$ cat config.mk
export PLATFORM = sky130hd
export DESIGN_NAME = mmio_timer
export DESIGN_NICKNAME = d
export VERILOG_FILES = /design/src/rtl/mmio_pkg.sv /design/src/rtl/timer_prescaler.sv /design/src/rtl/mmio_timer.sv
export SDC_FILE = /design/constraint.sdc
export NUM_CORES = 1
export LEC_CHECK = 0
export ABC_CLOCK_PERIOD_IN_PS = 3060
export BUFFER_PORTS_ARGS = -buffer_cell sky130_fd_sc_hd__clkbuf_2
export CORE_ASPECT_RATIO = 1.2
export CORE_MARGIN = 4
export CORE_UTILIZATION = 30
export CTS_BUF_LIST = sky130_fd_sc_hd__clkbuf_4
export DETAILED_ROUTE_END_ITERATION = 6
export PLACE_DENSITY = 0.45
export SYNTH_ARGS = -nofsm -noshare
export SYNTH_HDL_FRONTEND = slang
export SYNTH_HIERARCHICAL = 1
export SYNTH_SLANG_ARGS = --single-unit
$ cat constraint.sdc
create_clock -name i_clock -period 3.06 [get_ports i_clock]
set_clock_uncertainty 0.1 [all_clocks]
set_input_delay 0.153 -clock i_clock [delete_from_list [all_inputs] [get_ports i_clock]]
set_output_delay 0.153 -clock i_clock [all_outputs]
set_load 0.005 [all_outputs]
$ cat src/rtl/mmio_pkg.sv
// Shared constants for the memory-mapped timer peripheral.
// Contents: data width, default base address, register offsets and the
// bit positions inside CTRL and STATUS.
package mmio_pkg;

    localparam int unsigned DataWidth = 16;

    // Default window base; the low three address bits must be zero.
    localparam logic [15:0] TimerBaseAddr = 16'hFFF0;

    // Register offsets within the 8-word window.
    localparam logic [2:0] OffCtrl     = 3'd0;
    localparam logic [2:0] OffPrescale = 3'd1;
    localparam logic [2:0] OffCount    = 3'd2;
    localparam logic [2:0] OffCompare  = 3'd3;
    localparam logic [2:0] OffStatus   = 3'd4;
    localparam logic [2:0] OffCapture  = 3'd5;

    // CTRL bit positions.
    localparam int unsigned CtrlEnBit     = 0;
    localparam int unsigned CtrlReloadBit = 1;
    localparam int unsigned CtrlIrqEnBit  = 2;

    // STATUS bit positions.
    localparam int unsigned StatMatchBit = 0;
    localparam int unsigned StatOvfBit   = 1;
    localparam int unsigned StatCaptBit  = 2;

endpackage

$ cat src/rtl/timer_prescaler.sv
// Prescaler for the timer: divides the clock by (prescale + 1).
// Ports:
//   i_clock, i_reset : clock, synchronous active-high reset
//   i_en             : count enable; when low the divider holds
//   i_prescale       : divide value (0 = tick every cycle)
//   i_clr            : restart the divider from zero
//   o_tick           : one-cycle pulse when the divider wraps
module timer_prescaler
    import mmio_pkg::*;
(
    input  logic                 i_clock,
    input  logic                 i_reset,
    input  logic                 i_en,
    input  logic [DataWidth-1:0] i_prescale,
    input  logic                 i_clr,
    output logic                 o_tick
);

    logic [DataWidth-1:0] r_pcnt;
    logic [DataWidth-1:0] w_pcnt_d;

    assign o_tick = i_en & (r_pcnt == i_prescale);

    always_comb begin
        w_pcnt_d = r_pcnt;
        if (i_clr) begin
            w_pcnt_d = '0;
        end else if (i_en) begin
            w_pcnt_d = o_tick ? '0 : r_pcnt + 1'b1;
        end
    end

    always_ff @(posedge i_clock) begin
        if (i_reset) begin
            r_pcnt <= '0;
        end else begin
            r_pcnt <= w_pcnt_d;
        end
    end

endmodule

$ cat src/rtl/mmio_timer.sv
// Memory-mapped timer responder on the CPU data bus.
// Decodes an 8-word window at BASE_ADDR and returns registered read data with
// one cycle of latency. Holds a prescaled 16-bit up-counter, compare register,
// sticky write-1-to-clear status flags and a level interrupt.
// Optional capture input is built only when MMIO_TIMER_CAPTURE_EN is defined.
// Ports:
//   i_clock, i_reset   : clock, synchronous active-high reset
//   i_cpu_address      : CPU word address
//   i_cpu_write_enable : CPU write strobe
//   i_cpu_write_data   : CPU write data
//   i_capture_in       : asynchronous capture input (optional feature only)
//   o_read_data        : registered read data, 0 when not hit
//   o_hit              : registered window hit
//   o_irq              : STATUS.match & CTRL.irq_en
module mmio_timer
    import mmio_pkg::*;
#(
    parameter logic [15:0] BASE_ADDR     = TimerBaseAddr,
    parameter logic [15:0] COMPARE_RESET = 16'hFFFF
) (
    input  logic                 i_clock,
    input  logic                 i_reset,
    input  logic [15:0]          i_cpu_address,
    input  logic                 i_cpu_write_enable,
    input  logic [DataWidth-1:0] i_cpu_write_data,
    input  logic                 i_capture_in,
    output logic [DataWidth-1:0] o_read_data,
    output logic                 o_hit,
    output logic                 o_irq
);

    logic [2:0]           r_ctrl;
    logic [DataWidth-1:0] r_prescale;
    logic [DataWidth-1:0] r_count;
    logic [DataWidth-1:0] r_compare;
    logic [1:0]           r_status;
    logic                 r_hit;
    logic [DataWidth-1:0] r_read_data;

    logic                 w_sel;
    logic [2:0]           w_off;
    logic                 w_wr;
    logic                 w_wr_count;
    logic                 w_wr_prescale;
    logic                 w_wr_status;
    logic                 w_tick;
    logic                 w_eq;
    logic                 w_reload;
    logic                 w_match_set;
    logic                 w_ovf_set;
    logic [DataWidth-1:0] w_count_d;
    logic [DataWidth-1:0] w_rdata;
    logic [DataWidth-1:0] w_capture_rd;
    logic                 w_capt_flag_rd;

    assign w_sel         = (i_cpu_address[15:3] == BASE_ADDR[15:3]);
    assign w_off         = i_cpu_address[2:0];
    assign w_wr          = w_sel & i_cpu_write_enable;
    assign w_wr_count    = w_wr & (w_off == OffCount);
    assign w_wr_prescale = w_wr & (w_off == OffPrescale);
    assign w_wr_status   = w_wr & (w_off == OffStatus);

    timer_prescaler u_prescaler (
        .i_clock    (i_clock),
        .i_reset    (i_reset),
        .i_en       (r_ctrl[CtrlEnBit]),
        .i_prescale (r_prescale),
        .i_clr      (w_wr_count | w_wr_prescale),
        .o_tick     (w_tick)
    );

    // A CPU write to COUNT overrides the tick entirely, including its flag events.
    assign w_eq        = (r_count == r_compare);
    assign w_reload    = w_eq & r_ctrl[CtrlReloadBit];
    assign w_match_set = w_tick & ~w_wr_count & w_eq;
    assign w_ovf_set   = w_tick & ~w_wr_count & ~w_reload & (r_count == 16'hFFFF);

    always_comb begin
        w_count_d = r_count;
        if (w_wr_count) begin
            w_count_d = i_cpu_write_data;
        end else if (w_tick) begin
            w_count_d = w_reload ? '0 : r_count + 1'b1;
        end
    end

`ifdef MMIO_TIMER_CAPTURE_EN
    logic [1:0]           r_capt_sync;
    logic                 r_capt_prev;
    logic [DataWidth-1:0] r_capture;
    logic                 r_capt_flag;
    logic                 w_capt_edge;

    assign w_capt_edge    = r_capt_sync[1] & ~r_capt_prev;
    assign w_capture_rd   = r_capture;
    assign w_capt_flag_rd = r_capt_flag;

    always_ff @(posedge i_clock) begin
        if (i_reset) begin
            r_capt_sync <= '0;
            r_capt_prev <= 1'b0;
            r_capture   <= '0;
            r_capt_flag <= 1'b0;
        end else begin
            r_capt_sync <= {r_capt_sync[0], i_capture_in};
            r_capt_prev <= r_capt_sync[1];
            if (w_capt_edge) begin
                r_capture <= r_count;
            end
            // Set event wins over a same-cycle write-1 clear.
            r_capt_flag <= (r_capt_flag & ~(w_wr_status & i_cpu_write_data[StatCaptBit]))
                         | w_capt_edge;
        end
    end
`else
    logic w_unused_capture;
    assign w_unused_capture = i_capture_in;
    assign w_capture_rd     = '0;
    assign w_capt_flag_rd   = 1'b0;
`endif

    // Read mux sees pre-write register values, so read-during-write returns old data.
    always_comb begin
        w_rdata = '0;
        case (w_off)
            OffCtrl:     w_rdata = {13'd0, r_ctrl};
            OffPrescale: w_rdata = r_prescale;
            OffCount:    w_rdata = r_count;
            OffCompare:  w_rdata = r_compare;
            OffStatus:   w_rdata = {13'd0, w_capt_flag_rd, r_status};
            OffCapture:  w_rdata = w_capture_rd;
            default:     w_rdata = '0;
        endcase
    end

    always_ff @(posedge i_clock) begin
        if (i_reset) begin
            r_ctrl      <= '0;
            r_prescale  <= '0;
            r_count     <= '0;
            r_compare   <= COMPARE_RESET;
            r_status    <= '0;
            r_hit       <= 1'b0;
            r_read_data <= '0;
        end else begin
            r_hit       <= w_sel;
            r_read_data <= w_sel ? w_rdata : '0;
            r_count     <= w_count_d;
            if (w_wr && w_off == OffCtrl) begin
                r_ctrl <= i_cpu_write_data[2:0];
            end
            if (w_wr_prescale) begin
                r_prescale <= i_cpu_write_data;
            end
            if (w_wr && w_off == OffCompare) begin
                r_compare <= i_cpu_write_data;
            end
            r_status[StatMatchBit] <= (r_status[StatMatchBit]
                                       & ~(w_wr_status & i_cpu_write_data[StatMatchBit]))
                                      | w_match_set;
            r_status[StatOvfBit]   <= (r_status[StatOvfBit]
                                       & ~(w_wr_status & i_cpu_write_data[StatOvfBit]))
                                      | w_ovf_set;
        end
    end

    assign o_hit       = r_hit;
    assign o_read_data = r_read_data;
    assign o_irq       = r_status[StatMatchBit] & r_ctrl[CtrlIrqEnBit];

endmodule
---- Yosys cells after proc, flatten, opt, wreduce, memory -nomap -nowiden ----
Index checks and enable logic that the tools add are counted.
storage, ports and cells
  word-level logic and storage cells ...... 52
  register bits after elaboration ......... 86
  input port bits ......................... 36
operators by class
  bitwise operators ....................... 23
  equality and inequality tests ........... 8
  muxes and demuxes ....................... 5
  $add $sub $neg .......................... 2
  reduce and logical (&&, ||, !) cells .... 6
operator list
  kind                                                  count
  case mux 16 bit (5 select lines)                      1
  2-to-1 mux 16 bit                                     4
  adder 16 x 1 -> 16 bit (second input constant)        2
  equality test 16 bit                                  2
  equality test 16 bit (second input constant)          1
  AND 1 bit                                             15
  equality test 13 bit (second input constant)          1
  equality test 3 x 2 -> 1 bit (second input constant)  2
  NOT 1 bit                                             5
  OR reduction 2 bit                                    2
  equality test 3 x 1 -> 1 bit (second input constant)  1
  equality test 3 bit (second input constant)           1
  zero test 3 bit                                       1
  bitwise OR 1 bit                                      3
  logical AND 1 bit                                     2
  nonzero test 2 bit                                    1

---- Logic depth before layout (Yosys ltp) ----
  word-level depth ........................ 8
  mapped depth ............................ 11

---- Cells and area by module ----
The synthesis kept the hierarchy.
by module, submodules not included
  module           area an instance (um2)  seq. area each (um2)  cells each  times used
  mmio_timer       3528.4                  1401.3                415         1
  timer_prescaler  1028.5                  320.3                 113         1

---- Least setup slack after synthesis ----
No wires, ideal clock.
  kind .................................... reg2reg
  start point ............................. register u_prescaler.r_pcnt[2]
  end point ............................... register r_count[10]
  stages on the path, launching flop included .. 10
  period minus slack after synthesis ...... 2.376 ns
  arrival time ............................ 2.202 ns
  path slack .............................. 0.684 ns
  library setup time ...................... 0.074 ns
  required time ........................... 2.886 ns
  cells stage by stage .................... dfxtp_1 -> clkbuf_2 -> xor2_1 -> nor4_1 -> nand2_1 -> nor4b_1 -> clkinv_1 -> a2111o_4 -> buf_6 -> o22ai_2
on the way
  longest elaborated chain between the ends .. 3
RTL lines
  item                                 RTL line               source
  start, declared                      timer_prescaler.sv:19  logic [DataWidth-1:0] r_pcnt;
  start signal, assigned               timer_prescaler.sv:37  r_pcnt <= w_pcnt_d;
  equality test 16 bit                 timer_prescaler.sv:22  assign o_tick = i_en & (r_pcnt == i_prescale);
  AND 1 bit                            timer_prescaler.sv:22
  via w_tick                           mmio_timer.sv:46       logic w_tick;
  nonzero test 2 bit (no source line)  -
  end signal, assigned                 mmio_timer.sv:148      r_count <= w_count_d;
  end, declared                        mmio_timer.sv:34       logic [DataWidth-1:0] r_count;
The timed path passes the listed nets, and every way through them passes these cells.
A chain may end at the register's enable or synchronous reset.

---- Final worst setup path ----
  start point ............................. register u_prescaler.r_pcnt[11]
  end point ............................... register r_count[0]
Same word-level chain as after synthesis.

==> flow_metrics.env <==
export IMPL_power_frac_comb_pct=6.9
export IMPL_crit_path_end_kind="flop"
export IMPL_cap_viol_max_count=0
export IMPL_core_region_area_sq_mm=0.0150
export IMPL_maxSlewViolCount=0
export IMPL_drtIter0Drc=255
export IMPL_finalCoreUtilization_pct=35.0
export IMPL_grt_antenna_before_repair=1
export IMPL_cts_resized=0
export IMPL_tightest_slew_ns=0.835
export IMPL_path_clk_slew_ns=0.14
export IMPL_ys_flop_type="dfxtp_1"
export IMPL_final_hold_violation_count=0
export IMPL_crit_family="simple AND/OR/NAND/NOR gates"
export IMPL_die_y_microns=143
export IMPL_ioPinCount=54
export IMPL_routed_wirelength_microns=12800
export IMPL_ff_latch_area_sq_mm=0.00172
export IMPL_routedWlPerCell_microns=16.3
export IMPL_syn_nets=566
export IMPL_cp_slowest_cell="a2111o_4"
export IMPL_path_buf_inv=2
export IMPL_yosys_warnings=6
export IMPL_avgSynthCellArea_sq_um=8.63
export IMPL_cts_sinks=86
export IMPL_synth_edf_count=0
export IMPL_place_congestion=0.789
export IMPL_setup_violations=0
export IMPL_cts_buffers=9
export IMPL_die_area_sq_mm=0.0172
export IMPL_slew_headroom_pct=44.3
export IMPL_switching_power_mw=0.474
export IMPL_cts_tree="done"
export IMPL_power_frac_seq_pct=58.7
export IMPL_fp_dieW_microns=121
export IMPL_peakVddDrop_uv=135
export IMPL_port_buffers=52
export IMPL_syn_inst=528
export IMPL_synth_area_sq_mm=0.00456
export IMPL_final_cell_mix="nand2_1 (92), dfxtp_1 (86), clkbuf_2 (52)"
export IMPL_fin_tns_setup_ns=0
export IMPL_fin_crit_sh_pct=83.8
export IMPL_dp_cells=750
export IMPL_grt_pass1_vias=3825
export IMPL_antenna_left=0
export IMPL_r2r_slack_ns=0.49
export IMPL_multi_input_area_sq_mm=0.00257
export IMPL_fill_cells=1636
export IMPL_rows=49
export IMPL_fin_cells=788
export IMPL_nNetsFinal=615
export IMPL_path_cells="xor2_1, nor4_1, nand3b_1, nor4b_1, buf_4, clkinv_1, a2111o_4, o22ai_1"
export IMPL_hold_class="input port to flop"
export IMPL_status="completed"
export IMPL_cpPeakStageDelay_ns=0.51
export IMPL_p_int_mw=1.43
export IMPL_crit_fanout=17
export IMPL_swShare_pct=24.9
export IMPL_leakage_nw=1.98
export IMPL_vias=3852
export IMPL_area_growth_pct=14.7
export IMPL_synth_distinct_cells=46
export IMPL_p_per_area_mw_per_mm2=365
export IMPL_final_min_clock_period_ns=2.57
export IMPL_clk_path_buf_depth=2
export IMPL_grtUsageTotal_pct=15.2
export IMPL_worstPathArrival_ns=2.82
export IMPL_firstDrtPassIters=4
export IMPL_grt_max_degree=43
export IMPL_whs_ns=0.0810
export IMPL_clkPwrFrac_pct=34.5
export IMPL_initial_core_util_pct=30.5
export IMPL_criticalPathCategory="flop to flop"
export IMPL_grt_pass1_wl_microns=20500
export IMPL_final_common_cell="nand2_1"
export IMPL_synthArstFlopShare_pct=0
export IMPL_root_buffer="clkbuf_4"
export IMPL_via_per_inst=4.89
export IMPL_overflow=0
export IMPL_dp_hpwl_microns=9210
export IMPL_startpoint_type="flop"
export IMPL_crit_required_ns=3.32
export IMPL_ys_seq_area_share_pct=37.8
export IMPL_cts_max_level=3
export IMPL_clock_fmax_ghz=0.390
export IMPL_rsz0062_at_grt="no"
export IMPL_clk_latency_ns=0.44
export IMPL_synth_ff_latch_count=86
export IMPL_drc=0
export IMPL_drive_above_1_share_pct=20.4
==> power groups by stage <==
stage / registers [mW] / logic, mW / clock network [mW]
2_1_floorplan: 1.14 / 0.0614 / 0
3_3_place_gp: 1.14 / 0.112 / 0
3_5_place_dp: 1.14 / 0.112 / 0
4_1_cts: 1.12 / 0.131 / 0.685
5_1_grt: 1.12 / 0.141 / 0.732
6_report: 1.12 / 0.131 / 0.658
==> worst reg2reg max path, delay by kind of cell, from the launching register on <==
family | cells | cell delay, ns
AO/OA/AOI/OAI | 2 | 0.72
XOR/XNOR | 1 | 0.20
buffers and inverters | 2 | 0.28
flip-flops | 1 | 0.38
AND/OR/NAND/NOR | 3 | 0.80
==> repair_timing <==
| item | 4_1_cts | 5_1_grt |
|---|---|---|
| endpoints found under the hold margin | 55 | 0 |
| buffers inserted | 0 | 0 |
| hold buffers | 20 | 0 |
==> metal layers <==
| layer | routed length [microns] | part of all wire (%) | GRT usage [%] |
|---|---|---|---|
| met5 | 0 | 0 | 0 |
| met4 | 204 | 1.6 | 5.49 |
| met3 | 402 | 3.1 | 2.89 |
| met2 | 6450 | 50 | 25.7 |
| met1 | 5750 | 45 | 19.3 |
==> state kept, by name, indices dropped and copies added (netlist names) <==
register            flops
r_compare              16
r_prescale             16
u_prescaler/r_pcnt     16
o_hit                   1
r_status                2
r_count                16
o_read_data            16
r_ctrl                  3
==> final cells by class <==
class | count | share of cell area [%]
clock inverters | 6 | 1.20
multi-input cells | 396 | 49.2
clock buffers | 10 | 1.44
flip-flops and latches | 86 | 32.9
repair buffers | 80 | 9.95
well taps | 204 | 4.88
diodes | 2 | 0.0957
inverters | 4 | 0.287
==> through the flow <==
step / instance area [sq um] / setup slack (ns) / total power, mW
2_1_floorplan: 4560 / 0.684 / 1.21
3_3_place_gp: 4890 / 0.621 / 1.26
3_5_place_dp: 4890 / 0.617 / 1.26
4_1_cts: 5220 / 0.520 / 1.94
5_1_grt: 5230 / 0.255 / 1.99
6_report: 5230 / 0.495 / 1.91
==> synthesized netlist by cell type (4+ instances only) <==
| cell | instances | share of area, % |
|---|---|---|
| o22ai_1 | 8 | 1.1 |
| nor3_2 | 9 | 2.0 |
| nand3_1 | 12 | 1.3 |
| dfxtp_1 | 86 | 38 |
| clkbuf_1 | 15 | 1.2 |
| nor2_1 | 30 | 2.5 |
| xor2_1 | 30 | 5.8 |
| buf_4 | 7 | 1.2 |
| mux2_2 | 15 | 3.7 |
| nor3_1 | 9 | 0.99 |
| nor4_1 | 9 | 1.2 |
| xnor2_1 | 31 | 6.0 |
| a22oi_1 | 17 | 2.8 |
| nand4_1 | 19 | 2.6 |
| clkbuf_2 | 4 | 0.44 |
| buf_2 | 9 | 0.99 |
| a21oi_1 | 50 | 5.5 |
| nand3b_1 | 21 | 3.5 |
| buf_6 | 4 | 0.99 |
| nand2_1 | 92 | 7.6 |
| o22ai_2 | 10 | 2.7 |
==> logic make-up (layout without fill, tap and decap cells) <==
family	after synthesis	in the layout	share of synthesized area (%)
buf+inv	46	100	5.74
flops	86	86	37.8
mux	19	19	4.86
fa+ha+maj	2	2	0.549
other cells	0	2	0
simple gates	226	226	26.4
xor+xnor	61	61	11.7
compound gates	88	88	12.9
==> worst paths after layout <==
path | cells past startpoint | from | end
worst max-delay path | 8 | u_prescaler/r_pcnt[11] | r_count[0]
worst min-delay path | 4 | i_cpu_address[4] | o_read_data[1]
worst max register to register | 8 | u_prescaler/r_pcnt[11] | r_count[0]
worst min register to register | 2 | r_status[0] | r_status[0]
Note: power is estimated with default switching activity, not from simulation.
